$ cat config.mk
export PLATFORM = sky130hd
export DESIGN_NAME = product_accumulator_flat
export DESIGN_NICKNAME = d
export VERILOG_FILES = /design/src/rtl/mac_pkg.sv /design/src/rtl/product_accumulator_if.sv /design/src/rtl/acc_add.sv /design/src/rtl/product_accumulator.sv /design/src/flat_wrapper.sv
export SDC_FILE = /design/constraint.sdc
export NUM_CORES = 1
export LEC_CHECK = 0
export ABC_AREA = 1
export BUFFER_PORTS_ARGS = -buffer_cell sky130_fd_sc_hd__buf_2
export CORE_ASPECT_RATIO = 2
export CORE_MARGIN = 1
export CORE_UTILIZATION = 55
export CTS_BUF_LIST = sky130_fd_sc_hd__clkbuf_8
export DETAILED_ROUTE_END_ITERATION = 10
export GPL_TIMING_DRIVEN = 0
export HOLD_SLACK_MARGIN = 0.03
export PLACE_DENSITY = 0.81
export SLEW_MARGIN = 20
export SYNTH_ARGS = -nofsm -noshare
export SYNTH_HDL_FRONTEND = slang
export SYNTH_SLANG_ARGS = --single-unit
export TNS_END_PERCENT = 1
$ cat constraint.sdc
create_clock -name clk -period 2 [get_ports clk]
set_input_delay 0.2 -clock clk [delete_from_list [all_inputs] [get_ports clk]]
set_output_delay 0.2 -clock clk [all_outputs]
set_load 0.02 [all_outputs]
$ cat src/rtl/mac_pkg.sv
// rtl/mac_pkg.sv - shared widths and FSM state type for the multiply-accumulate datapath
package mac_pkg;

  localparam int PROD_W = 8;
  localparam int ACC_W  = 16;
  localparam int LEN_W  = 4;

  typedef enum logic [1:0] {
    ST_IDLE  = 2'd0,
    ST_ACCUM = 2'd1,
    ST_HOLD  = 2'd2
  } state_t;

endpackage

$ cat src/rtl/product_accumulator_if.sv
// rtl/product_accumulator_if.sv - control, product-stream and result-stream bundle of the accumulator
interface product_accumulator_if
  import mac_pkg::*;
#(
  parameter int PROD_W = mac_pkg::PROD_W,
  parameter int ACC_W  = mac_pkg::ACC_W,
  parameter int LEN_W  = mac_pkg::LEN_W
);

  logic              start;
  logic [LEN_W-1:0]  len;
  logic              in_valid;
  logic              in_ready;
  logic [PROD_W-1:0] in_prod;
  logic              out_valid;
  logic              out_ready;
  logic [ACC_W-1:0]  out_acc;
  logic              out_ovf;
  logic              busy;

  modport master (
    output start, len, in_valid, in_prod, out_ready,
    input  in_ready, out_valid, out_acc, out_ovf, busy
  );

  modport slave (
    input  start, len, in_valid, in_prod, out_ready,
    output in_ready, out_valid, out_acc, out_ovf, busy
  );

endinterface

$ cat src/rtl/acc_add.sv
// rtl/acc_add.sv - accumulator adder with carry-out; PRODUCT_ACCUMULATOR_SAT_EN clamps the sum on carry
module acc_add
  import mac_pkg::*;
#(
  parameter int ACC_W = mac_pkg::ACC_W
) (
  input  logic [ACC_W-1:0] a,
  input  logic [ACC_W-1:0] b,
  output logic [ACC_W-1:0] sum,
  output logic             carry
);

  logic [ACC_W:0] full;

  always_comb begin
    full  = {1'b0, a} + {1'b0, b};
    carry = full[ACC_W];
`ifdef PRODUCT_ACCUMULATOR_SAT_EN
    // Once clamped, every later nonzero add carries again, so acc stays at all-ones.
    sum   = carry ? '1 : full[ACC_W-1:0];
`else
    sum   = full[ACC_W-1:0];
`endif
  end

endmodule

$ cat src/rtl/product_accumulator.sv
// rtl/product_accumulator.sv - sums a programmed count of multiplier products into a held result
// Optional saturation: PRODUCT_ACCUMULATOR_SAT_EN (handled inside acc_add).
module product_accumulator
  import mac_pkg::*;
#(
  parameter int PROD_W = mac_pkg::PROD_W,
  parameter int ACC_W  = mac_pkg::ACC_W,
  parameter int LEN_W  = mac_pkg::LEN_W
) (
  input logic                 clk,
  input logic                 rst_n,
  product_accumulator_if.slave bus
);

  state_t            state;
  state_t            state_nxt;
  logic [ACC_W-1:0]  acc;
  logic [ACC_W-1:0]  acc_nxt;
  logic              ovf;
  logic              ovf_nxt;
  logic [LEN_W-1:0]  remaining;
  logic [LEN_W-1:0]  remaining_nxt;

  logic [PROD_W-1:0] prod;
  logic [ACC_W-1:0]  prod_ext;
  logic [ACC_W-1:0]  sum;
  logic              carry;

  assign prod     = bus.in_prod;
  assign prod_ext = ACC_W'(prod);

  acc_add #(
    .ACC_W (ACC_W)
  ) u_acc_add (
    .a     (acc),
    .b     (prod_ext),
    .sum   (sum),
    .carry (carry)
  );

  always_ff @(posedge clk or negedge rst_n) begin
    if (!rst_n) begin
      state     <= ST_IDLE;
      acc       <= '0;
      ovf       <= 1'b0;
      remaining <= '0;
    end else begin
      state     <= state_nxt;
      acc       <= acc_nxt;
      ovf       <= ovf_nxt;
      remaining <= remaining_nxt;
    end
  end

  always_comb begin
    state_nxt     = state;
    acc_nxt       = acc;
    ovf_nxt       = ovf;
    remaining_nxt = remaining;
    case (state)
      ST_IDLE: begin
        if (bus.start) begin
          acc_nxt       = '0;
          ovf_nxt       = 1'b0;
          remaining_nxt = bus.len;
          state_nxt     = (bus.len != '0) ? ST_ACCUM : ST_HOLD;
        end
      end
      ST_ACCUM: begin
        if (bus.in_valid) begin
          acc_nxt       = sum;
          ovf_nxt       = ovf | carry;
          remaining_nxt = remaining - LEN_W'(1);
          if (remaining == LEN_W'(1)) begin
            state_nxt = ST_HOLD;
          end
        end
      end
      ST_HOLD: begin
        // start is not looked at here, so a start coincident with the handshake is dropped.
        if (bus.out_ready) begin
          state_nxt = ST_IDLE;
        end
      end
      default: begin
        state_nxt = ST_IDLE;
      end
    endcase
  end

  // Outputs decode only registered state, keeping in_valid/out_ready off every output path.
  assign bus.in_ready  = (state == ST_ACCUM);
  assign bus.out_valid = (state == ST_HOLD);
  assign bus.busy      = (state != ST_IDLE);
  assign bus.out_acc   = acc;
  assign bus.out_ovf   = ovf;

endmodule
$ cat src/flat_wrapper.sv
// flat-port wrapper written by rule: the top's interface ports become plain ports
module product_accumulator_flat import mac_pkg::*;
#(
  parameter int PROD_W = mac_pkg::PROD_W,
  parameter int ACC_W  = mac_pkg::ACC_W,
  parameter int LEN_W  = mac_pkg::LEN_W
)
  (clk, rst_n, bus_start, bus_len, bus_in_valid, bus_in_prod, bus_out_ready, bus_in_ready, bus_out_valid, bus_out_acc, bus_out_ovf, bus_busy);
  product_accumulator_if #(.PROD_W(PROD_W), .ACC_W(ACC_W), .LEN_W(LEN_W)) bus_i ();
  input logic clk;
  input logic rst_n;
  input wire logic [$bits(bus_i.start)-1:0] bus_start;
  input wire logic [$bits(bus_i.len)-1:0] bus_len;
  input wire logic [$bits(bus_i.in_valid)-1:0] bus_in_valid;
  input wire logic [$bits(bus_i.in_prod)-1:0] bus_in_prod;
  input wire logic [$bits(bus_i.out_ready)-1:0] bus_out_ready;
  output wire logic [$bits(bus_i.in_ready)-1:0] bus_in_ready;
  output wire logic [$bits(bus_i.out_valid)-1:0] bus_out_valid;
  output wire logic [$bits(bus_i.out_acc)-1:0] bus_out_acc;
  output wire logic [$bits(bus_i.out_ovf)-1:0] bus_out_ovf;
  output wire logic [$bits(bus_i.busy)-1:0] bus_busy;
  assign bus_i.start = bus_start;
  assign bus_i.len = bus_len;
  assign bus_i.in_valid = bus_in_valid;
  assign bus_i.in_prod = bus_in_prod;
  assign bus_i.out_ready = bus_out_ready;
  assign bus_in_ready = bus_i.in_ready;
  assign bus_out_valid = bus_i.out_valid;
  assign bus_out_acc = bus_i.out_acc;
  assign bus_out_ovf = bus_i.out_ovf;
  assign bus_busy = bus_i.busy;
  product_accumulator #(.PROD_W(PROD_W), .ACC_W(ACC_W), .LEN_W(LEN_W)) u_core (.clk(clk), .rst_n(rst_n), .bus(bus_i));
endmodule
==> flow_summary_export.csv, run 1 <==
group,metric,value,unit
final_layout,drive_above_1_share,19.9,%
placed_design,pre_cts_ws,0.0633,ns
sta,fin_crit_sh,89.1,%
final_layout,final_cells,295,
clock_tree,cts_tree,"done",
logic_synthesis,synth.cell_area,1630,um^2
drt,wl_per_cell,12.5,um
final_layout,final_util,68.9,%
drt,drc,0,
placed_design,io_buffers,36,
logic_synthesis,synth_edf_count,0,
setup_path,worst_setup_path_end_kind,"flip-flop",
final_layout,multiInputGateArea,918,um^2
logic_synthesis,synth-main-ff-cell,"dfrtp_1",
final_layout,ff_latch_area,576,um^2
sta,rsz0062_at_grt,"false",
logic_synthesis,yosysWarningCount,0,
logic_synthesis,ys_async_sr_fraction,100,%
floorplan,die_y,79.0,um
sta,min_period,1.78,ns
final_layout,nets,295,
sta,worst_pin_slew,0.539,ns
grt,grt_usage,27.0,%
floorplan,start_util,58.9,%
drt,drtAntennaViolNets,0,
logic_synthesis,synthTopCellsByArea,"dfrtp_1 35%, nand2_1 14%, ha_1 7.7%",
grt,antenna_found_initial,0,
placed_design,place.gp.congestion,0.796,
grt,grt_max_degree,24,
clock_tree,h-tree-depth,1,
power,p_total,2420,uW
floorplan,io_pins,37,
grt,grt_pass1_vias,1518,
logic_synthesis,synth_commonest_cells,"61 x nand2_1, 29 x inv_1, 28 x nor2_1, 23 x dfrtp_1, 22 x nand3_1",
logic_synthesis,postSynthAreaPerCell,7.25,um^2
floorplan,die_x,40.5,um
placed_design,hpwlAfterDp,2890,um
floorplan,rows,27,
clock_tree,ctsRootBufferMaster,"clkbuf_8",
floorplan,core-area,2770,um^2
drt,vias,1571,
logic_synthesis,yosys.area.top_type_share,35.3,%
worst_hold_path,hp-class,"input pin to flip-flop",
setup_path,cp.required,2.15,ns
logic_synthesis,synth_nets,253,
clock_tree,post_cts_buffers,0,
logic_synthesis,synth_cell_types,30,
placed_design,post-place-cells,290,
power,p_per_area,1270,nW/um^2
clock_tree,path_clk_slew,0.08,ns
sta,max_clock_freq,0.561,GHz
sta,fin_worst_skew,0.00137,ns
logic_synthesis,synth.most_common_cell,"nand2_1",
final_layout,syn_to_final_growth,16.9,%
grt,grt-ovfl-total,0,
flow_run,maxCapViolations,0,
sta,setup_slack,0.218,ns
setup_path,crit_path_start_kind,"flip-flop",
drt,dr.pass1.iters,4,
drt,first_iter_violations,47,
floorplan,dieArea,3200,um^2
sta,hold_viol,0,
setup_path,worst-setup-path-type,"flip-flop to flip-flop",
drt,vias_per_cell,5.33,
power,power_leakage,0.00108,uW
clock_tree,cts.sinks,23,
final_layout,fillers,258,
power,peakVddDrop,0.000927,V
setup_path,worstPathMaxFanout,3,
logic_synthesis,synth-seq-cells,23,
sta,fin_tns_setup,0,ns
final_layout,antenna_cells,0,
run_status,status,"finished, final reports clean",
logic_synthesis,synth_cells,225,
clock_tree,cts-buffers-inserted,3,
sta,final-setup-viol-count,0,
logic_synthesis,seq_area_frac_synth,35.3,%
logic_synthesis,yosysTopAreaCell,"dfrtp_1",
setup_path,arrival,1.93,ns
clock_tree,clk_latency,0.26,ns
drt,wl,3690,um
clock_tree,cts_max_path_buffers,2,
sta,slew_headroom,64.1,%
grt,grt_pass1_wl,6130,um
sta,maxSlewViolCount,0,
## metrics by stage
stage / area, um^2 / hold WS, ns
3_3_place_gp: 1850 / 0.218
4_1_cts: 1900 / 0.209
5_1_grt: 1910 / 0.240
3_5_place_dp: 1850 / 0.217
6_report: 1910 / 0.202
2_1_floorplan: 1630 / -0.0956
## sequential cells by signal, indices dropped and copies added (netlist names)
signal and count:
u_core.state 2, u_core.remaining 4, u_core.bus.out_ovf 1, u_core.bus.out_acc 16
## cell usage in the layout (no fill, tap or decap), types with 2 or more instances in the layout
cell,n
a21oi_1,9
buf_2,37
clkbuf_8,3
dfrtp_1,23
ha_1,9
inv_1,30
nand2_1,61
nand2_4,2
nand3_1,22
nand4_1,2
nor2_1,28
nor2_2,2
o21ai_0,13
o221ai_1,2
o22ai_1,2
o31ai_1,2
xor2_1,2
## layout make-up
class | count | share of cell area [%]
buffer | 3 | 1.25
sequential | 23 | 30.2
multi-input combinational | 168 | 48.1
timing repair buffer | 37 | 9.97
clock inverter | 1 | 0.197
tap | 29 | 1.90
inverter | 31 | 6.23
clock buffer | 3 | 2.16
## report_power, final
part | internal, uW | total, uW | switching (uW) | leakage, uW
registers | 609 | 743 | 134 | 0.000301
clock network | 137 | 283 | 146 | 0.0000269
logic | 500 | 1390 | 892 | 0.000749
## worst paths after layout
path | from | end | slack (ns) | cells after the start
max in group asynchronous | rst_n | u_core.bus.out_acc[5] | 1.19 | 2
worst min-delay path | bus_out_ready | u_core.state[1] | 0.20 | 4
worst max-delay path | u_core.bus.out_acc[0] | u_core.bus.out_acc[6] | 0.22 | 9
min in group asynchronous | rst_n | u_core.bus.out_acc[3] | 0.45 | 2
worst min register to register | u_core.remaining[1] | u_core.remaining[1] | 0.50 | 2
worst max register to register | u_core.bus.out_acc[0] | u_core.bus.out_acc[6] | 0.22 | 9
## layer usage
layer  vias to the layer above  global-route usage (%)  part of all wire, %
met5                         -                       0                    0
met4                         0                    8.00                  1.8
met3                         6                    1.68                  2.1
met2                        26                    52.2                   57
met1                       731                    27.1                   39
li1                        808                       -                    -
## cell families (layout without fill, tap and decap cells)
family / after synthesis / after routing / share of synthesized area, %
and+or+nand+nor: 120 / 120 / 33.3
AOI/OAI and AO/OA: 34 / 34 / 12.2
buffers and inverters: 34 / 75 / 8.74
DFF: 23 / 23 / 35.3
adders and majority gates: 11 / 11 / 8.90
xor gates and xnor gates: 3 / 3 / 1.61
## repair_timing
action                                  in CTS  in global routing
hold buffers                                 1                  0
resized for setup                            0                  3
endpoints found under the setup margin       0                  2
endpoints found under the hold margin       23                  0
## critical path: stages, from the launching register on
cell	delay, ns
dfrtp_1	0.38
ha_2	0.21
inv_1	0.06
fa_2	0.37
nor2_1	0.15
nor2_1	0.08
o21ai_1	0.23
nand2_1	0.08
nand2_1	0.06
o21ai_0	0.06
Power figures use the tool's default switching activity.
==> run 2: changes to the inputs <==
- CORE_UTILIZATION: 55 -> 54
- CTS_BUF_LIST: sky130_fd_sc_hd__clkbuf_8 -> not set
- PLACE_DENSITY: 0.81 -> 0.8
==> flow_summary_export.csv, run 2 (same netlist as run 1, synthesis figures left out) <==
group,metric,value,unit
grt,grt_pass1_wl,6150,um
drt,wl,3720,um
placed_design,hpwlAfterDp,2890,um
clock_tree,clk_latency,0.27,ns
sta,min_period,1.79,ns
power,p_per_area,1280,nW/um^2
sta,fin_worst_skew,0.00372,ns
setup_path,arrival,1.95,ns
run_status,status,"finished, final reports clean",
grt,grt-ovfl-total,0,
clock_tree,cts_tree,"done",
drt,wl_per_cell,12.6,um
drt,drc,0,
power,power_leakage,0.00107,uW
flow_run,maxCapViolations,0,
drt,dr.pass1.iters,4,
clock_tree,ctsRootBufferMaster,"clkbuf_8",
sta,fin_crit_sh,89.4,%
setup_path,worst-setup-path-type,"flip-flop to flip-flop",
grt,grt_usage,26.8,%
floorplan,start_util,58.2,%
clock_tree,cts-buffers-inserted,3,
setup_path,worstPathCellList,"ha_2 -> inv_1 -> fa_1 -> nor2_2 -> o21ai_0 -> nand2_1 -> nand2_1 -> nor2_1 -> nor2_1",
clock_tree,post_cts_buffers,0,
floorplan,dieArea,3260,um^2
floorplan,die_y,79.7,um
power,p_total,2440,uW
drt,drtAntennaViolNets,0,
grt,antenna_found_initial,0,
setup_path,critPathBufInv,1,
final_layout,final_common_cell,"nand2_1",
drt,first_iter_violations,21,
floorplan,io_pins,37,
sta,rsz0062_at_grt,"false",
power,peakVddDrop,0.000797,V
floorplan,die_x,40.9,um
clock_tree,cts.sinks,23,
setup_path,worst_setup_path_end_kind,"flip-flop",
setup_path,slowest_delay,0.43,ns
sta,worst_pin_slew,0.542,ns
setup_path,r2r_setup_slack,0.21,ns
floorplan,core-area,2800,um^2
clock_tree,path_clk_slew,0.08,ns
clock_tree,h-tree-depth,1,
sta,maxSlewViolCount,0,
sta,max_clock_freq,0.559,GHz
final_layout,largest_register_ffs,16,
final_layout,fillers,261,
final_layout,drive_above_1_share,20.3,%
placed_design,io_buffers,36,
sta,fin_tns_setup,0,ns
final_layout,final_util,68.2,%
final_layout,multiInputGateArea,922,um^2
drt,vias,1586,
final_layout,antenna_cells,0,
setup_path,slowest_stage,"fa_1",
grt,grt_pass1_vias,1586,
grt,grt_max_degree,24,
worst_hold_path,hp-class,"input pin to flip-flop",
final_layout,final_cell_mix,"61 x nand2_1, 37 x buf_2, 29 x inv_1",
setup_path,cp.required,2.17,ns
final_layout,nets,295,
setup_path,crit_family,"adder cells",
sta,slew_headroom,63.8,%
placed_design,place.gp.congestion,0.819,
setup_path,crit_path_start_kind,"flip-flop",
sta,hold_viol,0,
final_layout,syn_to_final_growth,17.2,%
floorplan,rows,27,
drt,vias_per_cell,5.38,
sta,final-setup-viol-count,0,
setup_path,worstPathMaxFanout,4,
clock_tree,cts_max_path_buffers,2,
final_layout,ff_latch_area,576,um^2
==> run 2: changes by cell type in the layout (fill, tap and decap cells not counted) <==
cell / delta
clkbuf_1: +1
fa_1: +1
fa_2: -1
inv_1: -1
nor2_1: -1
nor2_2: +1
o21ai_1: -1
o21ai_2: +1
==> run 2: report_power, final <==
| group | internal, uW | total (uW) | switching (uW) |
|---|---|---|---|
| clock | 142 | 292 | 150 |
| sequential | 609 | 747 | 138 |
| combinational | 500 | 1400 | 902 |
| total | 1250 | 2440 | 1190 |
==> run 2: worst register-to-register path, delay by kind of cell (launching register included) <==
kind	cells	cell delay (ns)
AO/OA/AOI/OAI	1	0.09
adder cells (fa/ha/maj)	2	0.64
buffers and inverters	1	0.06
flip-flops	1	0.38
AND/OR/NAND/NOR	5	0.53
==> run 2: through the flow <==
stage | instances | area, um^2 | hold WS [ns] | worst slack, ns
2_1_floorplan | 225 | 1630 | -0.0956 | 0.204
3_3_place_gp | 290 | 1850 | 0.220 | 0.0792
3_5_place_dp | 290 | 1850 | 0.215 | 0.0583
4_1_cts | 295 | 1900 | 0.184 | 0.0464
5_1_grt | 295 | 1910 | 0.201 | 0.0167
6_report | 295 | 1910 | 0.188 | 0.212
==> run 2: worst paths after layout <==
check / startpoint / endpoint / cells after the start
min in group asynchronous: rst_n / u_core.bus.out_acc[3] / 2
worst max register to register: u_core.bus.out_acc[0] / u_core.bus.out_acc[12] / 9
worst min register to register: u_core.remaining[1] / u_core.remaining[1] / 2
worst max-delay path: u_core.bus.out_acc[0] / u_core.bus.out_acc[12] / 9
max in group asynchronous: rst_n / u_core.bus.out_acc[4] / 2
worst min-delay path: bus_out_ready / u_core.state[1] / 4
==> run 2: area by class of cell <==
type | instances | area share (%)
multi-input combinational | 168 | 48.2
buffer | 3 | 1.24
timing repair buffer | 37 | 9.95
clock buffer | 4 | 2.36
sequential | 23 | 30.1
inverter | 31 | 6.22
tap | 29 | 1.90
==> run 2: layer usage <==
| metal | up-vias | track usage [%] | part of all wire (%) |
|---|---|---|---|
| met5 | - | 0 | 0 |
| met4 | 0 | 12.0 | 2.4 |
| met3 | 8 | 1.95 | 2.0 |
| met2 | 32 | 50.5 | 56 |
| met1 | 737 | 25.6 | 39 |
| li1 | 809 | - | - |
==> run 2: repair_timing <==
action	CTS	global route
hold endpoints to repair	23	0
resized for setup	0	4
hold buffers	1	0
setup endpoints to repair	0	2
